[config.mk]
export PLATFORM = sky130hd
export DESIGN_NAME = uart_tx_feeder_flat
export DESIGN_NICKNAME = d
export VERILOG_FILES = /design/src/rtl/uart_pkg.sv /design/src/rtl/uart_tx_feeder_if.sv /design/src/rtl/uart_tx_feeder_fifo.sv /design/src/rtl/uart_tx_feeder.sv /design/src/flat_wrapper.sv
export SDC_FILE = /design/constraint.sdc
export NUM_CORES = 1
export LEC_CHECK = 0
export BUFFER_PORTS_ARGS = -buffer_cell sky130_fd_sc_hd__buf_2
export CAP_MARGIN = 0
export CORE_MARGIN = 5
export CORE_UTILIZATION = 60
export CTS_CLUSTER_SIZE = 40
export DETAILED_ROUTE_END_ITERATION = 6
export GPL_ROUTABILITY_DRIVEN = 0
export HOLD_SLACK_MARGIN = 0.15
export PLACE_DENSITY_LB_ADDON = 0.2
export SLEW_MARGIN = 20
export SYNTH_ARGS = -nofsm -noshare
export SYNTH_HDL_FRONTEND = slang
export SYNTH_SLANG_ARGS = --single-unit
[constraint.sdc]
create_clock -name i_clk -period 4.5 [get_ports i_clk]
set_input_delay 1.125 -clock i_clk [delete_from_list [all_inputs] [get_ports i_clk]]
set_output_delay 1.125 -clock i_clk [all_outputs]
set_load 0.1 [all_outputs]
[src/rtl/uart_pkg.sv]
// Shared UART definitions: default frame width and the transmit feeder's
// controller states.
package uart_pkg;

    localparam int D_BITS_DEF = 8;

    typedef enum logic [1:0] {
        IDLE      = 2'd0,
        LAUNCH    = 2'd1,
        WAIT_DONE = 2'd2
    } feeder_state_t;

endpackage

[src/rtl/uart_tx_feeder_if.sv]
// Producer-side and transmitter-side signals of the UART transmit feeder.
interface uart_tx_feeder_if
    import uart_pkg::*;
#(
    parameter int D_BITS = D_BITS_DEF,
    parameter int DEPTH  = 16,
    parameter int CNT_W  = $clog2(DEPTH) + 1
);
    logic [D_BITS-1:0] i_wr_data;
    logic              i_wr_valid;
    logic              o_wr_ready;
    logic              i_flush;
    logic [D_BITS-1:0] o_tx_data;
    logic              o_tx_enable;
    logic              i_tx_rdy;
    logic              i_tx_done;
    logic [CNT_W-1:0]  o_level;
    logic              o_busy;
    logic              o_overflow;

    // Environment side: producer plus transmitter.
    modport master (
        output i_wr_data, i_wr_valid, i_flush, i_tx_rdy, i_tx_done,
        input  o_wr_ready, o_tx_data, o_tx_enable, o_level, o_busy, o_overflow
    );

    modport slave (
        input  i_wr_data, i_wr_valid, i_flush, i_tx_rdy, i_tx_done,
        output o_wr_ready, o_tx_data, o_tx_enable, o_level, o_busy, o_overflow
    );

endinterface

[src/rtl/uart_tx_feeder_fifo.sv]
// Synchronous FIFO with pointer-based storage, occupancy counter and flush.
// Flush overrides push and pop in the same cycle.
module sync_fifo
    import uart_pkg::*;
#(
    parameter int WIDTH = D_BITS_DEF,
    parameter int DEPTH = 16,
    parameter int CNT_W = $clog2(DEPTH) + 1
) (
    input  logic             clk,
    input  logic             rst_n,
    input  logic             push,
    input  logic             pop,
    input  logic             flush,
    input  logic [WIDTH-1:0] wr_data,
    output logic [WIDTH-1:0] head,
    output logic             full,
    output logic             empty,
    output logic [CNT_W-1:0] level,
    output logic [CNT_W-1:0] level_nxt
);

    localparam int AW = $clog2(DEPTH);

    logic [WIDTH-1:0] mem [DEPTH];
    logic [AW-1:0]    wr_ptr;
    logic [AW-1:0]    rd_ptr;
    logic             do_push;
    logic             do_pop;

    assign full    = (level == CNT_W'(DEPTH));
    assign empty   = (level == '0);
    assign do_push = push && !full && !flush;
    assign do_pop  = pop && !empty && !flush;
    assign head    = mem[rd_ptr];

    always_comb begin
        level_nxt = level;
        if (flush) begin
            level_nxt = '0;
        end else begin
            level_nxt = level + CNT_W'(do_push) - CNT_W'(do_pop);
        end
    end

    // Pointers are exactly log2(DEPTH) wide, so they wrap on their own.
    always_ff @(posedge clk or negedge rst_n) begin
        if (!rst_n) begin
            wr_ptr <= '0;
            rd_ptr <= '0;
            level  <= '0;
        end else begin
            level <= level_nxt;
            if (flush) begin
                wr_ptr <= '0;
                rd_ptr <= '0;
            end else begin
                if (do_push) wr_ptr <= wr_ptr + AW'(1);
                if (do_pop)  rd_ptr <= rd_ptr + AW'(1);
            end
        end
    end

    always_ff @(posedge clk) begin
        if (do_push) mem[wr_ptr] <= wr_data;
    end

endmodule

[src/rtl/uart_tx_feeder.sv]
// Buffers producer bytes and hands them to the UART transmitter one frame
// at a time, pacing on the transmitter's ready/done handshake.
module uart_tx_feeder
    import uart_pkg::*;
#(
    parameter int D_BITS = D_BITS_DEF,
    parameter int DEPTH  = 16,
    parameter int CNT_W  = $clog2(DEPTH) + 1
) (
    input  logic             i_clk,
    input  logic             reset,
    uart_tx_feeder_if.slave  bus
);

    feeder_state_t     state;
    feeder_state_t     state_nxt;
    logic              launch;
    logic              fifo_full;
    logic              fifo_empty;
    logic [D_BITS-1:0] fifo_head;
    logic [CNT_W-1:0]  fifo_level;
    logic [CNT_W-1:0]  fifo_level_nxt;
    logic [D_BITS-1:0] tx_data;
    logic              tx_enable;
    logic              busy;
    logic              overflow;

    sync_fifo #(
        .WIDTH (D_BITS),
        .DEPTH (DEPTH),
        .CNT_W (CNT_W)
    ) u_fifo (
        .clk       (i_clk),
        .rst_n     (reset),
        .push      (bus.i_wr_valid),
        .pop       (launch),
        .flush     (bus.i_flush),
        .wr_data   (bus.i_wr_data),
        .head      (fifo_head),
        .full      (fifo_full),
        .empty     (fifo_empty),
        .level     (fifo_level),
        .level_nxt (fifo_level_nxt)
    );

    always_comb begin
        state_nxt = state;
        launch    = 1'b0;
        case (state)
            IDLE: begin
                if (!fifo_empty && bus.i_tx_rdy && !bus.i_flush) begin
                    launch    = 1'b1;
                    state_nxt = LAUNCH;
                end
            end
            LAUNCH:    state_nxt = WAIT_DONE;
            WAIT_DONE: if (bus.i_tx_done) state_nxt = IDLE;
            default:   state_nxt = IDLE;
        endcase
    end

    always_ff @(posedge i_clk or negedge reset) begin
        if (!reset) begin
            state <= IDLE;
        end else begin
            state <= state_nxt;
        end
    end

    // Busy is registered from next-state values so it tracks state and level
    // on the same edge.
    always_ff @(posedge i_clk or negedge reset) begin
        if (!reset) begin
            tx_data   <= '0;
            tx_enable <= 1'b0;
            busy      <= 1'b0;
            overflow  <= 1'b0;
        end else begin
            tx_enable <= launch;
            if (launch) tx_data <= fifo_head;
            busy <= (state_nxt != IDLE) || (fifo_level_nxt != '0);
            if (bus.i_flush) begin
                overflow <= 1'b0;
            end else if (bus.i_wr_valid && fifo_full) begin
                overflow <= 1'b1;
            end
        end
    end

    assign bus.o_wr_ready  = !fifo_full;
    assign bus.o_tx_data   = tx_data;
    assign bus.o_tx_enable = tx_enable;
    assign bus.o_level     = fifo_level;
    assign bus.o_busy      = busy;
    assign bus.o_overflow  = overflow;

endmodule

[src/flat_wrapper.sv]
// flat-port wrapper written by rule: the top's interface ports become plain ports
module uart_tx_feeder_flat import uart_pkg::*;
#(
    parameter int D_BITS = D_BITS_DEF,
    parameter int DEPTH  = 16,
    parameter int CNT_W  = $clog2(DEPTH) + 1
)
  (i_clk, reset, bus_i_wr_data, bus_i_wr_valid, bus_i_flush, bus_i_tx_rdy, bus_i_tx_done, bus_o_wr_ready, bus_o_tx_data, bus_o_tx_enable, bus_o_level, bus_o_busy, bus_o_overflow);
  uart_tx_feeder_if #(.D_BITS(D_BITS), .DEPTH(DEPTH), .CNT_W(CNT_W)) bus_i ();
  input  logic i_clk;
  input  logic reset;
  input wire logic [$bits(bus_i.i_wr_data)-1:0] bus_i_wr_data;
  input wire logic [$bits(bus_i.i_wr_valid)-1:0] bus_i_wr_valid;
  input wire logic [$bits(bus_i.i_flush)-1:0] bus_i_flush;
  input wire logic [$bits(bus_i.i_tx_rdy)-1:0] bus_i_tx_rdy;
  input wire logic [$bits(bus_i.i_tx_done)-1:0] bus_i_tx_done;
  output wire logic [$bits(bus_i.o_wr_ready)-1:0] bus_o_wr_ready;
  output wire logic [$bits(bus_i.o_tx_data)-1:0] bus_o_tx_data;
  output wire logic [$bits(bus_i.o_tx_enable)-1:0] bus_o_tx_enable;
  output wire logic [$bits(bus_i.o_level)-1:0] bus_o_level;
  output wire logic [$bits(bus_i.o_busy)-1:0] bus_o_busy;
  output wire logic [$bits(bus_i.o_overflow)-1:0] bus_o_overflow;
  assign bus_i.i_wr_data = bus_i_wr_data;
  assign bus_i.i_wr_valid = bus_i_wr_valid;
  assign bus_i.i_flush = bus_i_flush;
  assign bus_i.i_tx_rdy = bus_i_tx_rdy;
  assign bus_i.i_tx_done = bus_i_tx_done;
  assign bus_o_wr_ready = bus_i.o_wr_ready;
  assign bus_o_tx_data = bus_i.o_tx_data;
  assign bus_o_tx_enable = bus_i.o_tx_enable;
  assign bus_o_level = bus_i.o_level;
  assign bus_o_busy = bus_i.o_busy;
  assign bus_o_overflow = bus_i.o_overflow;
  uart_tx_feeder #(.D_BITS(D_BITS), .DEPTH(DEPTH), .CNT_W(CNT_W)) u_core (.i_clk(i_clk), .reset(reset), .bus(bus_i));
endmodule
; ---- Word-level counts from Yosys, hierarchy flattened
; Memory sizes are Yosys's and may differ from the RTL's. A register that Yosys moved wholly into a read port is not among the register bits.
; Cells that the tools add are included.
[word_totals]
regBits = 18
latch_bits = 0
ram_bits = 128
romBits = 0
inputBits = 14
output_inout_bits = 17
wordCells = 48
mem_count = 1
[op_classes]
n_addsub = 4
mul = 0
div_mod_pow = 0
order_cmp = 0
eq_ne = 3
shift = 0
n_mux = 14
bitwise = 0
n_reduce_logical = 19
[memory_table]
columns = name, words, width, read_ports, rd_ports_with_merged_regs, write_ports, line_no
row1 = u_core.u_fifo.mem, 16, 8, 1, 1, 1, uart_tx_feeder_fifo.sv:25  ; logic [WIDTH-1:0] mem [DEPTH];
[ops]
columns = cell, count
row1 = 4-bit 2-to-1 mux, 4
row2 = 4-bit by 1-bit adder with 4-bit output (second input constant), 2
row3 = 2-bit nonzero test, 4
row4 = 1-bit logical AND, 7
row5 = 1-bit 2-to-1 mux, 6
row6 = 2-bit one-hot mux with 3 select lines, 1
row7 = 5-bit by 1-bit adder with 5-bit output, 1
row8 = 5-bit == test (second input constant), 1
row9 = 5-bit logical NOT, 1
row10 = 5-bit 2-to-1 mux, 1
row11 = 5-bit nonzero test, 1
row12 = 5-bit by 1-bit subtractor with 5-bit output, 1
row13 = 1-bit logical NOT, 4
row14 = 2-bit 2-to-1 mux, 2
row15 = 2-bit by 1-bit == test with 1-bit output (second input constant), 1
row16 = 2-bit == test (second input constant), 1
row17 = 2-bit logical NOT, 1
row18 = 1-bit logical OR, 1

; ---- Logic depth before layout (Yosys ltp)
; Gate-level depths: netlist of run 1.
[depth]
ltp_word = 12
ltp_mapped = 15
ltp_nobuf = 15

; ---- Hierarchy
; From an unflattened synthesis of run 1, not the netlist that was laid out.
[hier_totals]
hier_cells = 339
hier_area_um2 = 6306.0
[by_module_without_submodules]
columns = mod, instances, cells_each, area_per_inst_um2, seq_area_each_um2
row1 = sync_fifo, 1, 307, 5816.8, 4169.0
row2 = uart_tx_feeder, 1, 32, 489.2, 325.3

; ---- Least setup slack after synthesis of run 1
; No wires, ideal clock.
[synth_timing]
kind = input-to-reg
start = input bus_i_flush
end = register u_core.busy (netlist: u_core.bus.o_busy)
setup_ns = 0.138
t_arrival_ns = 3.651
required_time_ns = 4.362
setup_slack_ns = 0.711
cell_stages = 13
path_buffers = 1
cell_sequence = or4b_4 -> a21oi_4 -> buf_4 -> ha_1 -> inv_1 -> ha_1 -> inv_1 -> fa_1 -> xor2_1 -> nor2_1 -> or3_1 -> nor3_1 -> o211ai_1
[synth_via]
elab_chain_len = 10
word_cells_on_any_way = 15
cone_classes = add/sub (2) / mux (5) / reduce/logical (8)
[synth_rtl]
columns = element, line_no
row1 = "start, declared", flat_wrapper.sv:14  ; input wire logic [$bits(bus_i.i_flush)-1:0] bus_i_flush;
row2 = branches (longest 7 deep; another with 5-bit by 1-bit adder with 5-bit output), -
row3 = 5-bit 2-to-1 mux (*), uart_tx_feeder_fifo.sv:39  ; if (flush) begin
row4 = named net u_core.fifo_level_nxt[2], uart_tx_feeder.sv:22  ; logic [CNT_W-1:0] fifo_level_nxt;
row5 = 5-bit nonzero test (*), uart_tx_feeder.sv:81  ; busy <= (state_nxt != IDLE) || (fifo_level_nxt != '0);
row6 = 1-bit logical OR (*), uart_tx_feeder.sv:81
row7 = "end signal, assigned", uart_tx_feeder.sv:81
row8 = "end, declared", uart_tx_feeder.sv:25  ; logic busy;
; Mark *: on every way through the listed nets, which the timed path passes.
; A chain may end at the register's enable or synchronous reset.

; ---- Worst setup path in the final report of run 1
[layout_timing]
start = register u_core.u_fifo.level[2]
end = register u_core.busy (netlist: u_core.bus.o_busy)
[layout_via]
elab_chain_len = 12
word_cells_on_any_way = 20
cone_classes = add/sub (2) / eq/ne (1) / mux (5) / reduce/logical (12)
[layout_rtl]
columns = element, line_no
row1 = "start, declared", uart_tx_feeder_fifo.sv:19  ; output logic [CNT_W-1:0] level,
row2 = "start signal, assigned", uart_tx_feeder_fifo.sv:53  ; level <= level_nxt;
row3 = branches (longest 8 deep; another with 5-bit by 1-bit adder with 5-bit output), -
row4 = 5-bit by 1-bit subtractor with 5-bit output (*), uart_tx_feeder_fifo.sv:42  ; level_nxt = level + CNT_W'(do_push) - CNT_W'(do_pop);
row5 = 5-bit 2-to-1 mux (*), uart_tx_feeder_fifo.sv:39
row6 = named net u_core.fifo_level_nxt[2], uart_tx_feeder.sv:22
row7 = 5-bit nonzero test (*), uart_tx_feeder.sv:81
row8 = 1-bit logical OR (*), uart_tx_feeder.sv:81
; Marked as above.

==> results of run 1 <==
cell type report:
| class | instances | area (um^2) |
|---|---|---|
| clock inverters | 15 | 162.7 |
| clock buffers | 17 | 414.1 |
| fillers | 622 | 3137 |
| repair buffers | 36 | 195.2 |
| well taps | 136 | 170.2 |
| multi-input cells | 151 | 1607 |
| inverters | 13 | 48.80 |
| flip-flops and latches | 154 | 4497 |
cells in the mapped netlist (4+ instances only):
library cell	n	area share
nor3_1	5	0.0040
edfxtp_1	128	0.61
o22ai_1	8	0.0080
clkbuf_1	5	0.0030
xnor2_1	4	0.0056
a21oi_1	5	0.0040
nand2b_1	5	0.0050
nor2_1	31	0.019
dfrtp_1	26	0.10
xor2_1	5	0.0070
nand2_1	8	0.0048
inv_1	13	0.0078
mux2i_1	10	0.016
mux4_2	32	0.12
buf_4	5	0.0060
a221oi_2	8	0.019
ha_1	11	0.022
registers in the layout (all words and copies together) (netlist names):
signal                  cells
u_core.state                2
u_core.u_fifo.mem         128
u_core.u_fifo.rd_ptr        4
u_core.u_fifo.level         5
u_core.bus.o_tx_data        8
u_core.bus.o_busy           1
u_core.bus.o_tx_enable      1
u_core.bus.o_overflow       1
u_core.u_fifo.wr_ptr        4
worst register-to-register path: stages (launching register included):
cell and delay (ps):
dfrtp_1 390, inv_1 80, ha_1 230, and4bb_2 270, nor3b_1 470, inv_1 100
ha_1 290, inv_1 60, ha_1 150, inv_1 50, fa_1 390, xor2_1 140
nor2_1 60, or3_1 340, nor3_1 150, o211ai_1 110
kinds of logic (layout without fill, tap and decap cells):
family | after synthesis | count (layout) | share of synthesized area
muxes | 43 | 43 | 0.1331
and+or+nand+nor | 61 | 61 | 0.04784
xor gates and xnor gates | 9 | 9 | 0.01261
DFF | 154 | 154 | 0.7190
AOI/OAI and AO/OA | 26 | 26 | 0.03823
buffers and inverters | 30 | 81 | 0.02402
adders and majority gates | 12 | 12 | 0.02522
metrics by stage:
stage | util | setup slack, ps | power, mW | instances | hold WS [ps]
2_1_floorplan | - | 711.5 | 2.776 | 335 | 511.2
3_3_place_gp | 0.6370 | 660.5 | 2.998 | 490 | 474.5
3_5_place_dp | 0.6370 | 589.1 | 3.014 | 490 | 489.1
4_1_cts | 0.6934 | 1104 | 4.398 | 522 | 505.8
5_1_grt | 0.6934 | 887.9 | 4.548 | 522 | 546.9
6_report | 0.6934 | 1110 | 4.371 | 522 | 495.7
metal layers:
| layer | GRT usage | vias up | part of all wire |
|---|---|---|---|
| li1 | - | 1384 | - |
| met1 | 0.2941 | 1576 | 0.44 |
| met2 | 0.3026 | 91 | 0.48 |
| met3 | 0.05553 | 21 | 0.055 |
| met4 | 0.08013 | 0 | 0.020 |
| met5 | 0 | - | 0 |
cells in the final DEF, fill, tap and decap left out, drive strengths merged:
cell,netlist,final
a21oi,6,6
mux2i,10,10
nand2b,5,5
ha,11,11
buf,12,36
inv,13,20
nor2,31,31
xnor2,4,4
a21o,1,1
nand2,8,8
o21ai,1,1
mux2,1,1
xor2,5,5
o21bai,1,1
or2,2,2
mux4,32,32
edfxtp,128,128
or3,1,1
a221oi,8,8
clkinv,0,4
nor2b,2,2
nor3,5,5
and4bb,1,1
dfrtp,26,26
o22ai,8,8
and2,1,1
nor3b,2,2
clkinvlp,0,2
or4b,1,1
nand4,2,2
fa,1,1
bufinv,0,2
clkbuf,5,17
o211ai,1,1
how the worst max path moves through the flow:
stage               cells after the start                     endpoint
floorplan                              13  u_core.bus.o_busy$_DFF_PN0_
CTS                                    15  u_core.bus.o_busy$_DFF_PN0_
detailed placement                     13  u_core.bus.o_busy$_DFF_PN0_
global route                           15  u_core.bus.o_busy$_DFF_PN0_
finish                                 15  u_core.bus.o_busy$_DFF_PN0_
global placement                       13  u_core.bus.o_busy$_DFF_PN0_
report_power, final:
group | switching [mW] | internal [mW]
Sequential | 0.122 | 1.65
Clock | 0.588 | 0.801
Combinational | 0.846 | 0.369
Total | 1.56 | 2.82
==> run_results.csv, run 1 <==
group,metric,value,unit
place,io_buffer_count,30,
clock_network,cts_setup_buffers,0,
global_routing,grt_pass1_wl,18.65,mm
sta,timing.fmax,295.0,MHz
cells_and_area,drive_above_1_share,0.2979,
setup_path,path_class,"register to register",
yosys,synthArstFlopShare,0.1688,
setup_path,r2r-start,"u_core.u_fifo.level[2]$_DFF_PN0_",
setup_path,worstPathRequired,4890,ps
routing,drtIter0Drc,285,
yosys,synth_cell_type_count,36,
yosys,synthesis.area,0.006251,mm^2
hold_path,holdPathEnd,"u_core.bus.o_overflow$_DFFE_PN0P_",
global_routing,antenna_found_initial,0,
pwr,p_per_area,616.2,mW/mm^2
sta,tns,0,ps
setup_path,path_buf_inv,4,
sta,rsz0062_at_grt,"false",
clock_network,cts.clk_slew.worst_paths,60,ps
die,initial_utilization,0.6110,
die,design.die.area,0.01256,mm^2
clock_network,numClockSinks,154,
clock_network,cts_buffers,17,
setup_path,end_kind,"register",
routing,drc,0,
clock_network,clockBufferDepth,2,
setup_path,critPathMostFrequentCell,"inv_1",
setup_path,path_cells,"inv_1 -> ha_1 -> and4bb_2 -> nor3b_1 -> inv_1 -> ha_1 -> inv_1 -> ha_1 -> inv_1 -> fa_1 -> xor2_1 -> nor2_1 -> or3_1 -> nor3_1 -> o211ai_1",
die,die_h,112.1,um
cells_and_area,final_cell_area,0.007094,mm^2
routing,wl_per_cell,22.25,um
cells_and_area,fin_nets,399,
setup_path,crit_path_top_delay_cell,"nor3b_1",
sta,timing.final.crit_share,0.7534,
routing,wirelength,11.62,mm
setup_path,cp_top_family,"simple AND/OR/NAND/NOR gates",
setup_path,rrSetupSlack,1110,ps
sta,period_needed,3390,ps
sta,worst_slew_pin_slew,905.7,ps
hold_path,holdPathStages,2,
sta,hold_viol,0,
routing,num_vias,3072,
routing,ant_nets,0,
yosys,seq_area_frac_synth,0.7190,
sta,skew,11.62,ps
clock_network,cts.repair.resized,0,
yosys,ys_ff_latch,154,
setup_path,crit_start,"u_core.u_fifo.level[2]$_DFF_PN0_",
global_routing,grt-ovfl-total,0,
hold_path,hold_start,"u_core.bus.o_overflow$_DFFE_PN0P_",
yosys,syn_inst,335,
clock_network,postCtsHoldBufs,0,
global_routing,grt_max_degree,34,
clock_network,clk-insertion-delay-late,530,ps
cells_and_area,area_growth_syn_to_layout,13.49,%
sta,relSlewSlack,0.3940,
setup_path,worstRegToRegCells,15,
cells_and_area,n_antenna_cell,0,
setup_path,cp_slowest_stage_delay,470,ps
sta,finalSetupViolations,0,
setup_path,arrival,3780,ps
routing,firstDrtPassIters,4,
pwr,leakage,2.430,nW
pwr,ir_drop,0.0004644,V
yosys,syn_area_per_cell,18.66,um^2
die,rows,37,
clock_network,clockRootBuffer,"clkbuf_8",
yosys,synth_edf_count,128,
die,core,0.01023,mm^2
setup_path,critPathMaxFanout,5,
global_routing,grt_pass1_vias,3177,
setup_path,cp-start-kind,"register",
place,place_area,0.006518,mm^2
die,dieWidth,112.1,um
clock_network,htreeDepth,4,
die,ios,31,
global_routing,grtUsageTotal,0.2041,
yosys,syn-num-nets,361,
hold_path,hold_path_class,"register to register",
yosys,yosys_warnings,0,
clock_network,cts_tree,"yes",
routing,viasPerCell,5.885,
sta,maxSlewViolCount,0,
yosys,yosys_most_used_dff,"edfxtp_1",
place,hpwl,7.265,mm
status,status,"finished, final reports clean",
flow_run,cap_violations,0,
setup_path,r2r-end,"u_core.bus.o_busy$_DFF_PN0_",
Note: power is estimated with default switching activity, not from simulation.
==> inputs of run 2 (changes only) <==
Settings changed: CORE_UTILIZATION 60 to 55.
Clock period 4.5 ns to 3 ns, I/O delays scaled along.
==> run 2 against run 1 <==
  * Core utilization is 4.0 points lower
  * Total power is 56% higher
  * Global-route usage is 0.91 points lower
  * Sequential power is 46% higher
  * Clock skew is 2.7 ps lower
  * Flip-flop and latch count stayed put
  * Largest cell class unchanged
  * Die area is 8.3% higher
  * Sequential share of layout area is 2.2 points lower
  * Combinational power is 67% higher
  * Via count is 2.8% higher
  * Cell area is 3.8% higher
==> run_results.csv, run 2 (synthesis results as in run 1) <==
group,metric,value,unit
clock_network,cts_tree,"yes",
pwr,p_clk_frac,0.322,
die,dieWidth,116.6,um
setup_path,worstPathRequired,3300,ps
routing,ant_nets,0,
die,ios,31,
cells_and_area,multiInputGateArea,0.001653,mm^2
routing,num_vias,3157,
global_routing,grt_pass1_vias,3260,
hold_path,hold_path_class,"primary input to async pin",
setup_path,end_kind,"register",
pwr,ir_drop,0.0009970,V
cells_and_area,fin_nets,420,
sta,timing.fmax,355.1,MHz
global_routing,grt_use_met2,0.3097,
clock_network,htreeDepth,4,
routing,drtIter0Drc,240,
clock_network,cts.clk_slew.worst_paths,60,ps
pwr,combinationalPowerShare,0.298,
global_routing,met1_usage,0.2661,
pwr,seqPwrFrac,0.381,
sta,finalSetupViolations,0,
clock_network,clockRootBuffer,"clkbuf_16",
routing,drc,0,
sta,maxSlewViolCount,0,
sta,timing.final.crit_share,0.9387,
global_routing,top_usage_layer,"met2",
cells_and_area,fin_cells,550,
setup_path,path_cells,"inv_2 -> ha_2 -> and4bb_2 -> nor3b_2 -> inv_1 -> ha_4 -> inv_4 -> ha_4 -> inv_2 -> fa_2 -> xor2_1 -> nor2_1 -> or3_1 -> nor3_2 -> o211ai_1",
global_routing,grt_pass1_wl,18.59,mm
cells_and_area,largest_reg_flops,128,
clock_network,cts_buffers,17,
setup_path,cp_slowest_stage_delay,420,ps
pwr,power,6.802,mW
pwr,p_sw,2.308,mW
setup_path,path_buf_inv,4,
place,io_buffer_count,30,
place,place_inst,513,
routing,wl_per_cell,22.22,um
die,initial_utilization,0.5546,
setup_path,worstRegToRegCells,15,
global_routing,grtUsageTotal,0.1950,
pwr,internal_power,4.493,mW
flow_run,cap_violations,0,
pwr,p_sw_frac,0.3394,
die,core,0.01127,mm^2
global_routing,grt-ovfl-total,0,
die,die_h,116.6,um
cells_and_area,seqCellArea,0.004507,mm^2
cells_and_area,top_register,"u_core.u_fifo.mem",
cells_and_area,n_antenna_cell,0,
clock_network,clk-insertion-delay-late,420,ps
cells_and_area,area_growth_syn_to_layout,17.77,%
routing,wirelength,12.22,mm
sta,relSlewSlack,0.5975,
setup_path,arrival,3110,ps
pwr,p_per_area,923.9,mW/mm^2
setup_path,crit_path_top_delay_cell,"dfrtp_4",
global_routing,antenna_found_initial,0,
die,rows,39,
routing,firstDrtPassIters,5,
clock_network,clockBufferDepth,2,
clock_network,numClockSinks,154,
sta,skew,8.932,ps
setup_path,critPathMaxFanout,3,
cells_and_area,fillers,749,
place,hpwl,7.738,mm
pwr,leakage,2.560,nW
routing,viasPerCell,5.740,
setup_path,cp_top_family,"simple AND/OR/NAND/NOR gates",
cells_and_area,final_common_cell,"edfxtp_1",
sta,worst_slew_pin_slew,603.7,ps
global_routing,grt_max_degree,36,
sta,period_needed,2816,ps
setup_path,path_depth,15,
global_routing,met3_usage,0.03886,
cells_and_area,drive_above_1_share,0.3661,
cells_and_area,final_cell_area,0.007362,mm^2
setup_path,cp-start-kind,"register",
status,status,"finished, final reports clean",
sta,hold_viol,0,
cells_and_area,mostFrequentLayoutCells,"edfxtp_1 (128), mux4_2 (32), nor2_1 (31)",
setup_path,path_class,"register to register",
place,place_area,0.006701,mm^2
die,design.die.area,0.01360,mm^2
[run 2: cell types whose count changed in the layout (fill, tap and decap cells not counted), moves of 3 or more]
cell / previous run / this run
buf_4: 6 / 26
inv_6: 5 / 0
clkinv_2: 1 / 5
dfrtp_1: 24 / 20
inv_1: 13 / 9
ha_1: 11 / 8
inv_2: 0 / 3
[run 2: repair_timing]
action,CTS,global route
pin swaps,1,8
hold buffers,0,0
setup buffers,1,4
endpoints found under the setup margin,1,1
resized for setup,1,5
[run 2: path summary, 6_finish.rpt]
path,startpoint,endpoint,slack [ps]
max,u_core.u_fifo.level[2]$_DFF_PN0_,u_core.bus.o_busy$_DFF_PN0_,180
min,reset,u_core.u_fifo.level[3]$_DFF_PN0_,340
max reg2reg,u_core.u_fifo.level[2]$_DFF_PN0_,u_core.bus.o_busy$_DFF_PN0_,180
min reg2reg,u_core.bus.o_overflow$_DFFE_PN0P_,u_core.bus.o_overflow$_DFFE_PN0P_,520
max in group asynchronous,reset,u_core.u_fifo.level[2]$_DFF_PN0_,2210
min in group i_clk,u_core.bus.o_overflow$_DFFE_PN0P_,u_core.bus.o_overflow$_DFFE_PN0P_,520
[run 2: through the flow]
| step | util | setup slack [ps] | hold slack, ps | setup TNS (ps) |
|---|---|---|---|---|
| detailed placement | 0.5945 | -304.7 | 502.5 | -304.7 |
| global route | 0.6531 | -11.89 | 381.6 | -11.89 |
| global placement | 0.5945 | -262.9 | 487.1 | -262.9 |
| CTS | 0.6495 | 5.974 | 335.1 | 0 |
| finish | 0.6531 | 183.8 | 338.2 | 0 |
| floorplan | - | -290.3 | 454.4 | -290.3 |
[run 2: metal layers]
metal	routed length [um]	part of all wire	up-vias
met4	202	0.017	0
met5	0	0	-
met2	6097	0.50	92
met3	719	0.059	18
met1	5201	0.43	1622
li1	-	-	1425
[run 2: area by class of cell]
cell class / count / share of cell area
Timing Repair Buffer: 57 / 0.04963
Multi-Input combinational cell: 151 / 0.2245
Clock inverter: 15 / 0.02464
Clock buffer: 17 / 0.05778
Tap cell: 143 / 0.02430
Sequential cell: 154 / 0.6122
Inverter: 13 / 0.006968
[run 2: power by group through the flow]
stage                     Combinational [mW]  Clock [mW]  Sequential, mW
after global placement                  1.95           0            2.62
after global routing                    2.16        2.32            2.60
after floorplan                        0.937           0            3.26
final                                   2.02        2.19            2.59
after detailed placement                1.97           0            2.63
after CTS                               1.99        2.22            2.59
